<file path="config.mk">
export PLATFORM = sky130hd
export DESIGN_NAME = change_dispenser
export DESIGN_NICKNAME = d
export VERILOG_FILES = /design/src/rtl/change_dispenser.sv
export SDC_FILE = /design/constraint.sdc
export NUM_CORES = 1
export LEC_CHECK = 0
export BUFFER_PORTS_ARGS = -buffer_cell sky130_fd_sc_hd__buf_2
export CAP_MARGIN = 40
export CORE_ASPECT_RATIO = 1.25
export CORE_MARGIN = 2
export CORE_UTILIZATION = 25
export CTS_CLUSTER_SIZE = 16
export DETAILED_ROUTE_END_ITERATION = 6
export PLACE_DENSITY = 0.38
export RECOVER_POWER = 25
export SETUP_SLACK_MARGIN = 0.05
export SYNTH_ARGS = -nofsm -noshare
export SYNTH_HDL_FRONTEND = slang
export SYNTH_SLANG_ARGS = --single-unit
</file>
<file path="constraint.sdc">
create_clock -name clock -period 6.8 [get_ports clock]
set_input_delay 0.34 -clock clock [delete_from_list [all_inputs] [get_ports clock]]
set_output_delay 0.34 -clock clock [all_outputs]
set_load 0.02 [all_outputs]
</file>
<file path="src/rtl/change_dispenser.sv">
// Greedy change payout: snapshots amount and note inventory on start, plans one note per
// cycle, then emits the planned notes largest-first over a valid/ready handshake.
module change_dispenser #(
   parameter int unsigned AMOUNT_W = 16,
   parameter int unsigned COUNT_W  = 8
) (
   input  logic                clock,
   input  logic                reset,
   input  logic                start,
   input  logic [AMOUNT_W-1:0] change_amount,
   input  logic [COUNT_W-1:0]  avail_500,
   input  logic [COUNT_W-1:0]  avail_1000,
   input  logic [COUNT_W-1:0]  avail_2000,
   input  logic [COUNT_W-1:0]  avail_5000,
   input  logic                note_ready,
   output logic                note_valid,
   output logic [3:0]          note_type,
   output logic                busy,
   output logic                done,
   output logic                error,
   output logic [AMOUNT_W-1:0] dispensed
);

   typedef enum logic [1:0] {StIdle, StPlan, StDispense, StDone} state_e;

   state_e               state_q;
   logic [AMOUNT_W-1:0]  remaining_q;
   logic [COUNT_W-1:0]   avail_q [4];
   logic [COUNT_W-1:0]   plan_q  [4];

   logic [COUNT_W-1:0]   plan_nxt [4];
   logic [3:0]           plan_nz;
   logic [3:0]           nxt_nz;
   logic [3:0]           top_type;
   logic [3:0]           nxt_type;
   logic [3:0]           pick;
   logic [AMOUNT_W-1:0]  pick_val;
   logic                 found;
   logic                 fire;
   logic [AMOUNT_W-1:0]  fire_val;

   // Index 0..3 maps to 500, 1000, 2000, 5000, matching the one-hot bit positions.
   function automatic logic [AMOUNT_W-1:0] denom(input int i);
      case (i)
         0:       denom = AMOUNT_W'(500);
         1:       denom = AMOUNT_W'(1000);
         2:       denom = AMOUNT_W'(2000);
         default: denom = AMOUNT_W'(5000);
      endcase
   endfunction

   function automatic logic [3:0] pick_top(input logic [3:0] nz);
      if (nz[3])      pick_top = 4'b1000;
      else if (nz[2]) pick_top = 4'b0100;
      else if (nz[1]) pick_top = 4'b0010;
      else if (nz[0]) pick_top = 4'b0001;
      else            pick_top = 4'b0000;
   endfunction

   assign busy = (state_q != StIdle);

   always_comb begin
      fire     = note_valid && note_ready;
      fire_val = '0;
      pick     = 4'b0000;
      pick_val = '0;
      found    = 1'b0;
      for (int i = 0; i < 4; i++) begin
         plan_nz[i]  = (plan_q[i] != '0);
         plan_nxt[i] = (fire && note_type[i]) ? plan_q[i] - COUNT_W'(1) : plan_q[i];
         nxt_nz[i]   = (plan_nxt[i] != '0);
         if (note_type[i]) fire_val = denom(i);
      end
      top_type = pick_top(plan_nz);
      nxt_type = pick_top(nxt_nz);
      // Largest note that still fits the remainder and the snapshotted inventory.
      for (int i = 3; i >= 0; i--) begin
         if (!found && denom(i) <= remaining_q && plan_q[i] < avail_q[i]) begin
            found    = 1'b1;
            pick[i]  = 1'b1;
            pick_val = denom(i);
         end
      end
   end

   always_ff @(posedge clock or negedge reset) begin
      if (!reset) begin
         state_q     <= StIdle;
         remaining_q <= '0;
         for (int i = 0; i < 4; i++) begin
            avail_q[i] <= '0;
            plan_q[i]  <= '0;
         end
         note_valid <= 1'b0;
         note_type  <= 4'b0000;
         done       <= 1'b0;
         error      <= 1'b0;
         dispensed  <= '0;
      end else begin
         done <= 1'b0;
         unique case (state_q)
            StIdle: begin
               if (start) begin
                  remaining_q <= change_amount;
                  avail_q[0]  <= avail_500;
                  avail_q[1]  <= avail_1000;
                  avail_q[2]  <= avail_2000;
                  avail_q[3]  <= avail_5000;
                  for (int i = 0; i < 4; i++) plan_q[i] <= '0;
                  dispensed   <= '0;
                  error       <= 1'b0;
                  state_q     <= StPlan;
               end
            end
            StPlan: begin
               if (remaining_q == '0) begin
                  state_q    <= StDispense;
                  note_valid <= |plan_nz;
                  note_type  <= top_type;
               end else if (found) begin
                  for (int i = 0; i < 4; i++) begin
                     if (pick[i]) plan_q[i] <= plan_q[i] + COUNT_W'(1);
                  end
                  remaining_q <= remaining_q - pick_val;
               end else begin
                  error   <= 1'b1;
                  done    <= 1'b1;
                  state_q <= StDone;
               end
            end
            StDispense: begin
               if (fire) begin
                  for (int i = 0; i < 4; i++) plan_q[i] <= plan_nxt[i];
                  dispensed <= dispensed + fire_val;
                  if (nxt_nz == 4'b0000) begin
                     note_valid <= 1'b0;
                     note_type  <= 4'b0000;
                     done       <= 1'b1;
                     state_q    <= StDone;
                  end else begin
                     note_type <= nxt_type;
                  end
               end else if (!note_valid) begin
                  // Zero-note request: nothing to hand over.
                  done    <= 1'b1;
                  state_q <= StDone;
               end
            end
            StDone: begin
               state_q <= StIdle;
            end
            default: state_q <= StIdle;
         endcase
      end
   end

endmodule

</file>
# Word-level counts from Yosys, hierarchy flattened
# Index checks and enable logic that the tools add are counted.
# W data, S select, Z words.
[word_totals]
reg_bits = 105
latchBits = 0
mem_bits_rw = 0
romBits = 0
out_inout_bits = 24
n_memories = 0
[classes]
addsub = 10
multipliers = 0
div_mod_pow = 0
order_cmp = 8
eq_ne = 17
shift = 0
mux = 68
n_bitwise = 0
n_reduce_logical = 43
[op_table]
columns = ["cell", "n"]
rows = [
  ["$mux W16", 10],
  ["$mux W32", 4],
  ["$pmux W32 S3", 1],
  ["$mux W8", 8],
  ["$pmux W16 S2", 2],
  ["$reduce_bool A8 Y1", 8],
  ["$add A8 B1 Y8 const B", 4],
  ["$lt A8 B8 Y1", 4],
  ["$sub A8 B1 Y8 const B", 4],
  ["$reduce_and A6 Y1", 4],
  ["$ne A2 B2 Y1 const B", 11],
  ["$mux W1", 20],
  ["$mux W4", 5],
  ["$add A16 B16 Y16", 1],
  ["$le A10 B16 Y1 const A", 1],
  ["$le A11 B16 Y1 const A", 1],
  ["$le A13 B16 Y1 const A", 1],
  ["$le A9 B16 Y1 const A", 1],
  ["$logic_not A16 Y1", 1],
  ["$mux W2", 8],
  ["$reduce_and A4 Y1", 4],
  ["$sub A16 B16 Y16", 1],
  ["$mux W13", 1],
  ["$logic_and A1 B1 Y1", 12],
  ["17 further kinds", 29],
]

# Logic depth before layout (Yosys ltp)
# Gate-level depths: netlist of the first run.
[depth]
depth_word = 19
depth_mapped = 19
mapped_depth_nobuf = 19

# Least setup slack after synthesis of the first run
# No wires, ideal clock.
[synth_path]
path_kind = "register to register"
start = "register plan_q[6] (netlist bit)"
end = "register remaining_q[15]"
setup_time_ps = 133
arrival_ps = 3798
required_ps = 6667
setup_slack_ps = 2868
stages_incl_launch_ff = 17
n_path_buf = 0
cell_sequence = "dfrtp_1 > ha_1 > a21oi_1 > and3_1 > o21ai_0 > a221oi_2 > inv_2 > and3_1 > nor2_1 > ha_1 > nor2b_1 > o31a_1 > o31ai_1 > a21oi_1 > o41a_1 > o311ai_0 > nand3_1"
[synth_via]
elab_chain_cells = 19
[synth_rtl]
columns = ["item", "line_no", "rtl"]
rows = [
  ["start, declared", "29", "logic [COUNT_W-1:0] plan_q [4];"],
  ["start signal, assigned by index", "122", "if (pick[i]) plan_q[i] <= plan_q[i] + COUNT_W'(1);"],
  ["$lt A8 B8 Y1 (*)", "78", "if (!found && denom(i) <= remaining_q && plan_q[i] < avail_q[i]) begin"],
  ["$logic_and A1 B1 Y1 (*)", "78", ""],
  ["$mux W1", "78", ""],
  ["$logic_not A1 Y1", "78", ""],
  ["$logic_and A1 B1 Y1 (2 in a row)", "78", ""],
  ["$mux W1", "78", ""],
  ["$logic_not A1 Y1", "78", ""],
  ["$logic_and A1 B1 Y1 (2 in a row)", "78", ""],
  ["$mux W1", "78", ""],
  ["$logic_not A1 Y1", "78", ""],
  ["$logic_and A1 B1 Y1 (2 in a row)", "78", ""],
  ["$mux W16", "78", ""],
  ["$sub A16 B16 Y16", "124", "remaining_q <= remaining_q - pick_val;"],
  ["$mux W16", "120", "end else if (found) begin"],
  ["$mux W16", "116", "if (remaining_q == '0) begin"],
  ["$pmux W16 S2", "101", "unique case (state_q)"],
  ["end signal, assigned", "104", "remaining_q <= change_amount;"],
  ["end signal, assigned", "124", ""],
  ["end, declared", "27", "logic [AMOUNT_W-1:0] remaining_q;"],
]
# Mark *: on every way between the ends. The rest lies on a longest branch, timed or not. The select of a mux whose other input is x is not followed.
# A chain may end at the register's enable or synchronous reset.

# Worst setup path in the final report of the first run
[layout_path]
start = "register plan_q[18] (netlist bit)"
end = "register remaining_q[15]"
[layout_via]
elab_chain_cells = 11
[layout_rtl]
columns = ["item", "line_no"]
rows = [
  ["$lt A8 B8 Y1 (*)", "78"],
  ["$logic_and A1 B1 Y1 (*)", "78"],
  ["$mux W1", "78"],
  ["$logic_not A1 Y1", "78"],
  ["$logic_and A1 B1 Y1 (2 in a row)", "78"],
  ["$mux W16", "78"],
  ["$sub A16 B16 Y16", "124"],
  ["$mux W16", "120"],
  ["$mux W16", "116"],
  ["$pmux W16 S2", "101"],
]
# Marked as above.

==> results.py, run 1 <==
metrics = {
    "die": {
        "die_h_um": 204.1,
        "die_x_um": 164.1,
        "dieArea_mm2": 0.03350,
        "io_pins": 76,
        "rows": 73,
        "initial_core_util": 0.2527,
        "coreArea_mm2": 0.03169,
    },
    "grt": {
        "grt_pass1_wl_mm": 40.39,
        "grt_pass1_vias": 7254,
        "grt_overflow_total": 0,
        "antenna_found_initial": 0,
        "grt_max_degree": 43,
        "grt_use_total": 0.1546,
    },
    "clock_tree": {
        "worstSkewPairLatency_ns": 0.37,
        "cts_made_buffers": 9,
        "cts-root-buf": "clkbuf_16",
        "clkSinkCount": 103,
        "holdBufCountCts": 0,
        "cts_max_path_buffers": 2,
        "postCtsResizedCells": 0,
        "cts_setup_buffers": 0,
        "cts_max_level": 3,
        "cts_tree": "done",
        "clk_pin_slew_worst_paths_ns": 0.07,
    },
    "timing": {
        "fin_crit_ns": 4.685,
        "max_freq_mhz": 213.4,
        "hold_viol": 0,
        "tns_ns": 0,
        "tightest_slew_ns": 2.590,
        "timing.final.ws_setup_ns": 2.115,
        "rsz0062_at_grt": "false",
        "setup_viol": 0,
        "slew_headroom": -0.7268,
        "min_period_over_period": 0.6890,
        "skew_ns": 0.01227,
        "slew_violations": 75,
    },
    "layout": {
        "final_nets": 1080,
        "drive_gt1_frac": 0.1744,
        "layout_commonest_cell": "dfrtp_1",
        "area_growth_pct": 12.70,
        "n_antenna_cell": 0,
        "layout_common_cells": "dfrtp_1 (103), nor2_1 (78), buf_2 (72)",
    },
    "synthesis": {
        "syn-cell-area_mm2": 0.008010,
        "ys.flop_type": "dfrtp_1",
        "synth_seq_cells": 103,
        "synthCells": 920,
        "synth.yosys.seq_area_share": 0.3218,
        "syn_area_per_cell_um2": 8.707,
        "synthDistinctLibCells": 85,
        "synth-edff-count": 0,
        "synthArstFlopShare": 1.000,
        "ys.warnings.count": 0,
    },
    "job": {
        "maxCapViolCount": 2,
    },
    "placed_design": {
        "hpwl_mm": 18.22,
        "routabilityCongestion": 0.7880,
        "place_ws_ns": 2.157,
        "numPortBuffers": 73,
    },
    "critical_path": {
        "cp-start-kind": "flop",
        "r2r_start": "plan_q[18]$_DFFE_PN0P_",
        "crit_type": "flop to flop",
        "cp_max_fo": 13,
        "cp.arrival_ns": 4.99,
        "cpPeakStageDelay_ns": 0.59,
        "required_ns": 7.10,
        "end_kind": "flop",
        "crit_chain": "ha_1 -> a21o_1 -> a31oi_1 -> o21ai_0 -> a221oi_4 -> and3_1 -> nor2_1 -> ha_1 -> nor2b_1 -> o31a_1 -> o31ai_1 -> a21oi_1 -> o41a_1 -> nor4b_1 -> mux2i_1 -> nand3_1",
        "cpMostUsedCell": "ha_1",
        "cp_slowest_cell": "dfrtp_1",
        "startpoint": "plan_q[18]$_DFFE_PN0P_",
    },
    "detailed_routing": {
        "drcViolationCount": 0,
        "firstDrtPassIters": 5,
        "wirelength_mm": 24.97,
        "first_iter_violations": 358,
        "drt-vias-per-instance": 5.096,
        "drt-wirelength-per-cell_um": 18.08,
        "final_antenna_net_count": 0,
        "num_vias": 7037,
    },
    "status": {
        "status": "finished, violations left",
        "violations": "max-capacitance violations, max-slew violations",
    },
    "power": {
        "vdd_drop_max_uv": 164.9,
        "power_leakage_nw": 3.998,
        "power_density_mw_per_mm2": 508.1,
    },
    "worst_hold_path": {
        "hp-start": "avail_1000[3]",
        "hp-class": "primary input to flop",
    },
}
[cell type report]
cell class	count	area, µm²
Fill cell	3433	22670
Clock buffer	12	256.5
Clock inverter	4	53.80
Multi-Input combinational cell	703	4908
Inverter	62	232.7
Tap cell	412	515.5
Sequential cell	103	2577
Timing Repair Buffer	85	483.0
[state kept, by name, summed over array words and instances (netlist names)]
register,count
done,1
avail_q,32
note_valid,1
dispensed,14
error,1
note_type,4
plan_q,32
remaining_q,16
state_q,2
[per-stage QoR]
| stage | util | std cells | cell area, µm² | hold slack (ns) | power, mW |
|---|---|---|---|---|---|
| 6_report | 0.2848 | 1381 | 9027 | 0.1974 | 4.587 |
| 5_1_grt | 0.2848 | 1381 | 9027 | 0.1915 | 5.041 |
| 4_1_cts | 0.2851 | 1381 | 9035 | 0.004244 | 4.656 |
| 3_5_place_dp | 0.2753 | 1365 | 8725 | 0.4101 | 4.048 |
| 3_3_place_gp | 0.2738 | 1363 | 8677 | 0.4081 | 4.047 |
| 2_1_floorplan | - | 921 | 8014 | 0.04441 | 3.274 |
[power by group]
| part | switching, mW | internal (mW) | total [mW] | leakage (nW) |
|---|---|---|---|---|
| Combinational | 1.71 | 1.11 | 2.82 | 2.55 |
| Sequential | 0.334 | 0.856 | 1.19 | 1.30 |
| Clock | 0.270 | 0.308 | 0.578 | 0.145 |
[kinds of logic (layout without fill, tap and decap cells)]
kind of cell,count (synthesis),in the layout,share of synthesized area
AND/OR/NAND/NOR,312,312,0.1949
AO/OA/AOI/OAI,256,256,0.2248
buffers and inverters,115,163,0.06685
flip-flops,103,103,0.3218
adder cells (fa/ha/maj),64,64,0.1018
multiplexers,46,46,0.06420
XOR/XNOR,23,23,0.02515
other,1,2,0.0004682
[cell usage after synthesis, types with 16 or more instances]
library cell,count,share of area
nor3_1,32,0.020
clkbuf_1,33,0.015
and3_1,16,0.012
nor2_1,78,0.037
a21oi_1,53,0.033
nand2_1,68,0.032
ha_1,62,0.097
o21ai_0,63,0.039
dfrtp_1,103,0.32
nand3_1,46,0.029
mux2_2,35,0.049
xnor2_1,17,0.019
a31oi_1,17,0.013
inv_1,61,0.029
[per-layer routing]
metal | wire length [µm] | GRT usage | up-vias
met5 | 0 | 0 | -
met4 | 564 | 0.05263 | 0
met3 | 753 | 0.02171 | 29
met2 | 12360 | 0.2690 | 106
met1 | 11290 | 0.1945 | 3448
li1 | - | - | 3454
[worst max-delay path: cells and delay by family, from the launching register on]
kind,cells,cell delay (ns)
AO/OA/AOI/OAI,8,2.43
AND/OR/NAND/NOR,5,0.86
adder cells (fa/ha/maj),2,0.61
flip-flops,1,0.59
multiplexers,1,0.11
[path summary, 6_finish.rpt]
check	slack, ns	cells past startpoint	to
max	2.11	16	remaining_q[15]$_DFFE_PN0P_
min	0.20	2	avail_q[19]$_DFFE_PN0P_
max reg2reg	2.11	16	remaining_q[15]$_DFFE_PN0P_
min reg2reg	0.50	2	remaining_q[0]$_DFFE_PN0P_
max in group asynchronous	3.27	2	avail_q[8]$_DFFE_PN0P_
min in group asynchronous	0.77	1	remaining_q[9]$_DFFE_PN0P_
(Power assumes the default switching activity.)
==> run 2, diff against run 1 <==
--- a/config.mk
+++ b/config.mk
@@ -5,6 +5,7 @@
 export SDC_FILE = /design/constraint.sdc
 export NUM_CORES = 1
 export LEC_CHECK = 0
+export ABC_AREA = 1
 export BUFFER_PORTS_ARGS = -buffer_cell sky130_fd_sc_hd__buf_2
 export CAP_MARGIN = 40
 export CORE_ASPECT_RATIO = 1.25
==> constraint.sdc (replaced) <==
create_clock -name clock -period 4.35 [get_ports clock]
set_input_delay 0.2175 -clock clock [delete_from_list [all_inputs] [get_ports clock]]
set_output_delay 0.2175 -clock clock [all_outputs]
set_load 0.02 [all_outputs]
==> results.py, run 2 <==
metrics = {
    "critical_path": {
        "cp.arrival_ns": 3.81,
        "crit_type": "flop to flop",
        "cp-start-kind": "flop",
        "ff2ff_setup_slack_ns": 0.81,
        "required_ns": 4.61,
        "worstReg2RegEnd": "remaining_q[9]$_DFFE_PN0P_",
        "end_kind": "flop",
        "r2r_start": "plan_q[19]$_DFFE_PN0P_",
        "cp_max_fo": 8,
        "rr_worst_depth": 20,
    },
    "clock_tree": {
        "cts-root-buf": "clkbuf_16",
        "clk_pin_slew_worst_paths_ns": 0.08,
        "postCtsResizedCells": 0,
        "cts_tree": "done",
        "cts_max_level": 3,
        "cts_made_buffers": 9,
        "clkSinkCount": 103,
        "cts_max_path_buffers": 2,
        "worstSkewPairLatency_ns": 0.37,
    },
    "synthesis": {
        "ys.flop_type": "dfrtp_1",
        "synthArstFlopShare": 1.000,
        "syn-cell-area_mm2": 0.008115,
        "synth.yosys.seq_area_share": 0.3176,
        "synth.cells.most_frequent": "nand2_1 (366), inv_1 (148), o21ai_0 (115), dfrtp_1 (103), nor2_1 (85)",
        "synth_seq_cells": 103,
        "ys.warnings.count": 0,
        "synth_top_area_frac": 0.3176,
        "post-synth-top-count-cell": "nand2_1",
        "synth-edff-count": 0,
        "synthCells": 1205,
        "synthDistinctLibCells": 46,
        "synth_area_leaders": "dfrtp_1 (32%), nand2_1 (17%), ha_1 (9.6%)",
        "syn_area_per_cell_um2": 6.735,
        "synth_top_area_cell": "dfrtp_1",
    },
    "timing": {
        "skew_ns": 0.01691,
        "rsz0062_at_grt": "false",
        "setup_viol": 0,
        "min_period_over_period": 0.8146,
        "max_freq_mhz": 282.2,
        "slew_headroom": -0.6280,
        "slew_violations": 40,
        "tns_ns": 0,
        "whs_ns": 0.03879,
        "fin_crit_ns": 3.544,
        "tightest_slew_ns": 2.442,
        "hold_viol": 0,
    },
    "worst_hold_path": {
        "hp-class": "primary input to flop",
        "hold_end": "avail_q[16]$_DFFE_PN0P_",
        "hp-start": "avail_1000[0]",
        "worstHoldPathCells": 3,
    },
    "die": {
        "dieArea_mm2": 0.03393,
        "coreArea_mm2": 0.03188,
        "die_x_um": 165.2,
        "io_pins": 76,
        "rows": 73,
        "initial_core_util": 0.2546,
        "die_h_um": 205.4,
    },
    "detailed_routing": {
        "num_vias": 7828,
        "firstDrtPassIters": 5,
        "drt-wirelength-per-cell_um": 15.35,
        "final_antenna_net_count": 0,
        "wirelength_mm": 25.87,
        "drcViolationCount": 0,
        "drt-vias-per-instance": 4.643,
        "first_iter_violations": 410,
    },
    "status": {
        "violations": "max-capacitance violations, max-slew violations",
        "status": "finished, violations left",
    },
    "placed_design": {
        "routabilityCongestion": 0.8401,
        "hpwl_mm": 19.36,
        "numPortBuffers": 73,
    },
    "grt": {
        "grt_max_degree": 40,
        "grt_pass1_vias": 7944,
        "antenna_found_initial": 0,
        "grt_overflow_total": 0,
        "grt_pass1_wl_mm": 42.15,
        "grt_use_total": 0.1595,
    },
    "layout": {
        "reg.largest.list": "avail_q x32, plan_q x32, remaining_q x16",
        "final_util": 0.2900,
        "layout_commonest_cell": "nand2_1",
        "layout_common_cells": "nand2_1 (366), inv_1 (148), o21ai_0 (115)",
        "final_nets": 1385,
        "area_growth_pct": 13.92,
        "n_antenna_cell": 0,
        "drive_gt1_frac": 0.08399,
    },
    "power": {
        "power_density_mw_per_mm2": 807.1,
        "power_leakage_nw": 4.597,
        "vdd_drop_max_uv": 235.0,
        "power_mw": 7.461,
    },
    "job": {
        "maxCapViolCount": 1,
    },
}
run 2: cell count changes after synthesis, moves of 18 or more:
cell,before,now
a21oi_1,53,71
mux2_2,35,0
nand3_1,46,79
nand2_1,68,366
o21ai_0,63,115
inv_1,61,148
run 2: logic make-up (layout without fill, tap and decap cells):
group           after synthesis  after routing  share of synthesized area
flops                       103            103                     0.3176
mux                           4              4                   0.004934
compound gates              224            224                     0.1466
other cells                   1              2                  0.0004621
xor+xnor                     21             21                    0.02266
simple gates                599            599                     0.3148
fa+ha+maj                    64             64                     0.1005
buf+inv                     189            257                    0.09235
run 2: timing repair:
action,4_1_cts,5_1_grt
hold endpoints to repair,37,0
setup buffers,0,0
hold buffers,1,0
run 2: power breakdown:
group	internal, mW	switching (mW)	leakage, nW
Sequential	1.33	0.372	1.33
Combinational	1.58	3.28	3.11
Clock	0.457	0.443	0.152
run 2: routing by layer:
| layer | share of wire | track usage |
|---|---|---|
| met1 | 0.47 | 0.2020 |
| met2 | 0.49 | 0.2832 |
| met3 | 0.028 | 0.01875 |
| met4 | 0.018 | 0.04503 |
| met5 | 0 | 0 |
run 2: how the worst max path moves through the flow:
stage,from,to,slack (ns),depth (start not counted)
2_1_floorplan,plan_q[7]$_DFFE_PN0P_,remaining_q[9]$_DFFE_PN0P_,1.40,19
3_3_place_gp,plan_q[19]$_DFFE_PN0P_,remaining_q[9]$_DFFE_PN0P_,0.89,20
3_5_place_dp,plan_q[19]$_DFFE_PN0P_,remaining_q[9]$_DFFE_PN0P_,0.81,22
4_1_cts,plan_q[19]$_DFFE_PN0P_,remaining_q[9]$_DFFE_PN0P_,0.78,22
5_1_grt,remaining_q[11]$_DFFE_PN0P_,remaining_q[9]$_DFFE_PN0P_,0.45,22
6_report,plan_q[19]$_DFFE_PN0P_,remaining_q[9]$_DFFE_PN0P_,0.81,20
run 2: per-stage QoR:
step           cell area, µm²  setup slack [ns]  cells
3_5_place_dp             8957            0.8080   1669
2_1_floorplan            8119             1.400   1206
4_1_cts                  9274            0.7816   1686
5_1_grt                  9245            0.4456   1686
3_3_place_gp             8895            0.8937   1665
6_report                 9245            0.8063   1686
run 2: area by class of cell:
class,instances,area (µm²)
clock buffer,9,225.2
clock inverter,7,81.33
fill,3575,22630
inverter,155,581.8
multi-input combinational,914,4792
sequential,103,2577
tap,412,515.5
timing repair buffer,86,471.7
run 2: worst max-delay path, cell delays in order (launching register included):
cell and delay [ns]:
dfrtp_1 0.48, ha_1 0.33, a21oi_1 0.12, nand2_1 0.07, nand2_1 0.05, nand2_1 0.08, a21oi_1 0.29, nor2_2 0.08
nand3_1 0.13, inv_1 0.11, nor3_1 0.15, ha_1 0.30, a21oi_1 0.20, o21ai_0 0.15, a21oi_1 0.25, o21ai_0 0.14
or2_2 0.28, nand3_1 0.07, nand2_1 0.05, nand2_1 0.06, nand2_1 0.05
